==> config.mk <==
export PLATFORM = sky130hd
export DESIGN_NAME = reg_file_param
export DESIGN_NICKNAME = d
export VERILOG_FILES = /design/src/rtl/reg_file_param.sv
export SDC_FILE = /design/constraint.sdc
export NUM_CORES = 1
export LEC_CHECK = 0
export ABC_CLOCK_PERIOD_IN_PS = 4400
export BUFFER_PORTS_ARGS = -buffer_cell sky130_fd_sc_hd__clkbuf_2
export CAP_MARGIN = 20
export CORE_ASPECT_RATIO = 0.7
export CORE_MARGIN = 2
export CORE_UTILIZATION = 40
export CTS_BUF_LIST = sky130_fd_sc_hd__clkbuf_16
export DETAILED_ROUTE_END_ITERATION = 8
export MAX_ROUTING_LAYER = met4
export PLACE_DENSITY = 0.6
export SLEW_MARGIN = 20
export SYNTH_ARGS = -nofsm -noshare
export SYNTH_HDL_FRONTEND = slang
export SYNTH_SLANG_ARGS = --single-unit
==> constraint.sdc <==
create_clock -name clk -period 4.4 [get_ports clk]
set_clock_uncertainty 0.05 [all_clocks]
set_input_delay 0.44 -clock clk [delete_from_list [all_inputs] [get_ports clk]]
set_output_delay 0.44 -clock clk [all_outputs]
set_load 0.1 [all_outputs]
==> src/rtl/reg_file_param.sv <==
// Parameterised byte-strobed register file with registered write-first reads
// and a one-entry-per-cycle clear sweep.
module reg_file_param #(
    parameter int DATA_WIDTH = 32,
    parameter int ADDR_WIDTH = 4,
    parameter int DEPTH      = 16
) (
    input  logic                    clk,
    input  logic                    rst,
    input  logic                    write_en,
    input  logic [ADDR_WIDTH-1:0]   write_addr,
    input  logic [DATA_WIDTH-1:0]   write_data,
    input  logic [DATA_WIDTH/8-1:0] write_strb,
    input  logic                    read_en,
    input  logic [ADDR_WIDTH-1:0]   read_addr,
    input  logic                    clear_req,
    output logic [DATA_WIDTH-1:0]   read_data,
    output logic                    read_valid,
    output logic                    busy,
    output logic                    addr_err
);
    localparam int NB = DATA_WIDTH / 8;
    localparam int IW = (DEPTH > 1) ? $clog2(DEPTH) : 1;
    localparam logic [ADDR_WIDTH:0] LIM = (ADDR_WIDTH + 1)'(DEPTH);
    localparam logic [IW-1:0] LAST = IW'(DEPTH - 1);

    typedef enum logic {S_IDLE, S_CLEAR} state_t;

    state_t                r_state;
    state_t                w_next;
    logic [DATA_WIDTH-1:0] r_mem [DEPTH];
    logic [IW-1:0]         r_cnt;

    logic                  w_idle;
    logic                  w_wr_acc;
    logic                  w_rd_acc;
    logic                  w_wr_in;
    logic                  w_rd_in;
    logic                  w_hit;
    logic [IW-1:0]         w_widx;
    logic [IW-1:0]         w_ridx;
    logic [DATA_WIDTH-1:0] w_wr_word;
    logic [DATA_WIDTH-1:0] w_rd_word;

    assign w_idle   = (r_state == S_IDLE);
    assign w_wr_acc = w_idle & write_en & ~clear_req;
    assign w_rd_acc = w_idle & read_en & ~clear_req;
    assign w_wr_in  = ({1'b0, write_addr} < LIM);
    assign w_rd_in  = ({1'b0, read_addr} < LIM);
    assign w_widx   = write_addr[IW-1:0];
    assign w_ridx   = read_addr[IW-1:0];
    assign w_hit    = w_wr_acc & w_wr_in & (write_addr == read_addr);

    always_comb begin
        w_wr_word = r_mem[w_widx];
        for (int b = 0; b < NB; b++) begin
            if (write_strb[b]) begin
                w_wr_word[8*b +: 8] = write_data[8*b +: 8];
            end
        end
    end

    // Same-address write in this cycle forwards its merged word (write-first)
    always_comb begin
        w_rd_word = '0;
        if (w_rd_in) begin
            w_rd_word = w_hit ? w_wr_word : r_mem[w_ridx];
        end
    end

    always_ff @(posedge clk) begin
        if (rst) begin
            r_state <= S_IDLE;
        end else begin
            r_state <= w_next;
        end
    end

    always_comb begin
        w_next = r_state;
        busy   = 1'b0;
        unique case (r_state)
            S_IDLE: begin
                if (clear_req) begin
                    w_next = S_CLEAR;
                end
            end
            S_CLEAR: begin
                busy = 1'b1;
                if (r_cnt == LAST) begin
                    w_next = S_IDLE;
                end
            end
        endcase
    end

    always_ff @(posedge clk) begin
        if (rst) begin
            for (int i = 0; i < DEPTH; i++) begin
                r_mem[i] <= '0;
            end
            r_cnt      <= '0;
            read_data  <= '0;
            read_valid <= 1'b0;
            addr_err   <= 1'b0;
        end else begin
            read_valid <= w_rd_acc;
            addr_err   <= (w_rd_acc & ~w_rd_in) | (w_wr_acc & ~w_wr_in);
            if (w_rd_acc) begin
                read_data <= w_rd_word;
            end
            if (w_wr_acc && w_wr_in) begin
                r_mem[w_widx] <= w_wr_word;
            end
            if (busy) begin
                r_mem[r_cnt] <= '0;
                r_cnt        <= (r_cnt == LAST) ? '0 : r_cnt + 1'b1;
            end
        end
    end
endmodule

[After elaboration in Yosys (flattened, before gate mapping)]
Memories as Yosys holds them, arrays and structs flattened. A register that Yosys moved wholly into a read port is not among the register bits.
Cells that the tools add are included.
Word-level totals
  register bits: 6
  memory bits (writable): 512
  input port bits: 49
  output and inout port bits: 35
  memories kept: 1
Operators by class
  add/sub/neg operators: 1
  eq/ne operators: 1
  multiplexer cells: 23
  bitwise logic cells: 6
  reduce and logical (&&, ||, !) cells: 2
Memories
  r_mem: words 16, bits a word 32, read ports 2, clocked after Yosys merged registers in 1, write ports 16, RTL line 31  | logic [DATA_WIDTH-1:0] r_mem [DEPTH];
Operators with widths (count)
  $mux 32: 2
  $reduce_or 32->1: 2
  $mux 8: 4
  $mux 1: 13
  $mux 4: 3
  $add 4x1->4 const B: 1
  $and 1x1->1: 4
  $eq 4x4->1 const B: 1
  $not 1->1: 2
  $pmux 1 s2: 1

[Depth between registers and ports, before layout]
  depth in word-level cells: 9
  mapped depth: 9
  gate-level depth less buffers: 6

[Worst setup path before layout]
OpenSTA, ideal clock, no wires.
  path kind: reg-to-reg
  start: register r_state
  end: memory r_mem[0][0], enable pin
  data arrival time: 3007 ps
  data required time: 3956 ps
  setup slack: 949 ps
  cell stages (with the launch flop): 8
  clock period less this slack: 3451 ps
  cells stage by stage: dfxtp_1 > nand2b_1 > buf_2 > buf_2 > or3_1 > o31ai_1 > nand2_1 > nand2b_1
RTL lines
  start, declared: RTL line 29  | state_t r_state;
  start signal, assigned: RTL line 75  | r_state <= w_next;
  end, declared: RTL line 31

==> impl_metrics.ini <==
[power_and_ir_drop]
powerDensity_nw_per_um2 = 384.3
internal-power_mw = 9.038
peakVddDrop_mv = 0.2777
power_frac_comb_pct = 13.3
clkPwrFrac_pct = 37.5
leakage_nw = 10.90
switching_share_pct = 26.44
pwr-share-seq_pct = 49.1
switchingPower_mw = 3.249

[placement]
globalplace.congestion = 0.8770
io_buffer_count = 82
place_inst = 3051
hpwlAfterDp_um = 55140

[detailed_routing]
vias_per_cell = 6.343
wl_per_cell_um = 30.67
first_pass_iters = 8
wl_met1_um = 40010
ant_nets = 0
routed-wl-met2_um = 43460
finalWirelength_um = 96620
drtIter0Drc = 2675
num_vias = 19980
maxUsedRoutingLayer = met4
dr_wl_met3_um = 10090
drc_errors = 0

[sta]
slew_viol_final = 0
fin_crit_ps = 3537
rsz0062_at_grt = no
slew_headroom_pct = 19.95
hold_violations = 0
setup_tns_ps = 0
fin_crit_sh_pct = 80.38
max_freq_mhz = 282.8
tightest_slew_ps = 1170
finalSetupViolations = 0

[floorplanning]
dieArea_um2 = 73640
io_pins = 84
initial_utilization_pct = 40.69
dieWidth_um = 323.5
core_area_um2 = 70230
fp.dieH_um = 227.6
row_count = 81

[setup_path]
critPathMaxFanout = 18
r2r_start = r_state
end_kind = flip-flop
critical_path_arrival_ps = 3830
worstPathRequired_ps = 4690
r2r_end = r_mem[1][3]
r2r_cells = 6
cp-start-kind = flip-flop
worstSetupPathType = reg2reg
rrSetupSlack_ps = 860

[clock_network]
insertion_delay_ps = 610
cts_max_level = 2
numCtsBuffers = 53
cts_hold_buf = 0
cts_setup_buffers = 0
cts_tree = done
cts_root_buffer = clkbuf_16
cts.clk_slew.worst_paths_ps = 60
cts_resized = 0
cts_sinks = 550
cts_buffer_depth = 3

[run_status]
outcome = finished, final reports clean

[global_routing]
grt_pass1_vias = 19900
grt_max_degree = 99
grtUsageTotal_pct = 27.05
grt_pass1_wl_um = 139100
overflow = 0
antenna_found_initial = 0

[synthesis]
synth_edf_count = 512
synthFlopType = edfxtp_1
synth.yosys.seq_area_share_pct = 56.46
ys_seq_elements = 550
syn_avg_cell_area_um2 = 13.39
syn_inst = 2134
syn_area_um2 = 28580
ys_warn_count = 0
synthArstFlopShare_pct = 0
syn_nets = 2184
synthDistinctLibCells = 55

[cells_and_area]
antennaDiodeCount = 0
final_common_cell = edfxtp_1
finalNonFillerCells = 3150
n_fill_cell = 6303
postLayoutCoreUtil_pct = 45.52
most-common-layout-cells = 512 x edfxtp_1, 470 x nor2_1, 128 x mux4_2
finalNetCount = 2202
drive_gt1_share_pct = 28.96
syn_to_final_growth_pct = 11.86

[hold_path]
min_path_type = in2reg
holdCritStartpoint = clear_req
whs_path_depth = 3
hold_end = r_state

[job]
timing.max_cap.violations = 0
## cell usage after synthesis (all sizes together), types with 2 or more instances
cell type	n	area [um2]
nor2b	59	371.6
inv	5	18.77
mux2i	62	620.6
a21oi	5	25.02
nor2	523	2088
xor2	3	26.28
mux4	128	2883
dfxtp	38	760.7
mux2	144	1663
edfxtp	512	15370
o22ai	72	450.4
nor3b	3	22.52
o221ai	32	280.3
nand2	52	195.2
nand3b	5	37.54
a2111oi	56	533.0
a22o	32	280.3
a211oi	58	435.4
a311oi	32	548.0
buf	117	894.6
nand3	3	15.01
and2	2	12.51
a221oi	32	280.3
or3	7	43.79
a31o	2	17.52
clkbuf	102	384.1
nor3	10	50.05
or2	4	25.02
nand2b	20	132.6
## cell type report
cell class	instances	area [um2]	share of cell area, %
Multi-Input combinational cell	1360	11450	35.81
Timing Repair Buffer	182	1474	4.611
Clock inverter	44	321.6	1.006
Inverter	5	18.77	0.05871
Tap cell	954	1194	3.734
Sequential cell	550	16140	50.47
Clock buffer	55	1376	4.305
## worst max-delay path, cell delays in order (launching register included)
cell and delay, ps:
dfxtp_1 710, nand2b_4 450, buf_4 410, buf_4 310, a311oi_2 850, buf_4 340, nor2_1 70
## routing by layer
metal,up-vias,GRT usage (%)
met4,0,8.237
li1,8281,-
met3,217,4.519
met5,-,-
met2,1198,41.19
met1,10280,37.28
## per-stage QoR
stage	worst slack [ps]	hold slack (ps)	cell area (um2)	power (mW)
2_1_floorplan	949.3	461.7	28580	7.225
3_3_place_gp	881.2	398.6	30100	7.709
3_5_place_dp	788.9	395.6	30110	7.741
4_1_cts	924.6	159.7	31810	12.26
5_1_grt	743.9	191.0	31970	12.61
6_report	863.5	160.8	31970	12.29
## cell families (layout without fill, tap and decap cells)
kind of cell | after synthesis | after routing | share of synthesized area [%]
other | 1 | 1 | 0.01312
muxes | 334 | 334 | 18.08
AOI/OAI and AO/OA | 326 | 326 | 10.09
and+or+nand+nor | 694 | 694 | 10.66
adders and majority gates | 1 | 1 | 0.04377
buffers and inverters | 224 | 286 | 4.540
xor gates and xnor gates | 4 | 4 | 0.1226
DFF | 550 | 550 | 56.46
## worst max path at each step
stage,startpoint,endpoint,cells past startpoint
after global placement,write_addr[0],read_data[25],7
after detailed placement,write_addr[0],r_mem[12][25],7
final,r_state,r_mem[1][3],6
after floorplan,r_state,r_mem[0][0],7
after global routing,r_state,r_mem[1][3],6
after CTS,r_state,read_data[9],5
## power groups by stage
stage          registers, mW  logic, mW  clock network, mW
2_1_floorplan           6.20       1.02                  0
3_3_place_gp            6.13       1.58                  0
3_5_place_dp            6.14       1.60                  0
4_1_cts                 6.03       1.60               4.63
5_1_grt                 6.06       1.72               4.83
6_report                6.04       1.64               4.61
## sequential cells by signal, summed over array words and instances (netlist names)
register / cells
r_cnt: 4
read_data: 32
r_mem: 512
read_valid: 1
r_state: 1
Power figures use the tool's default switching activity.
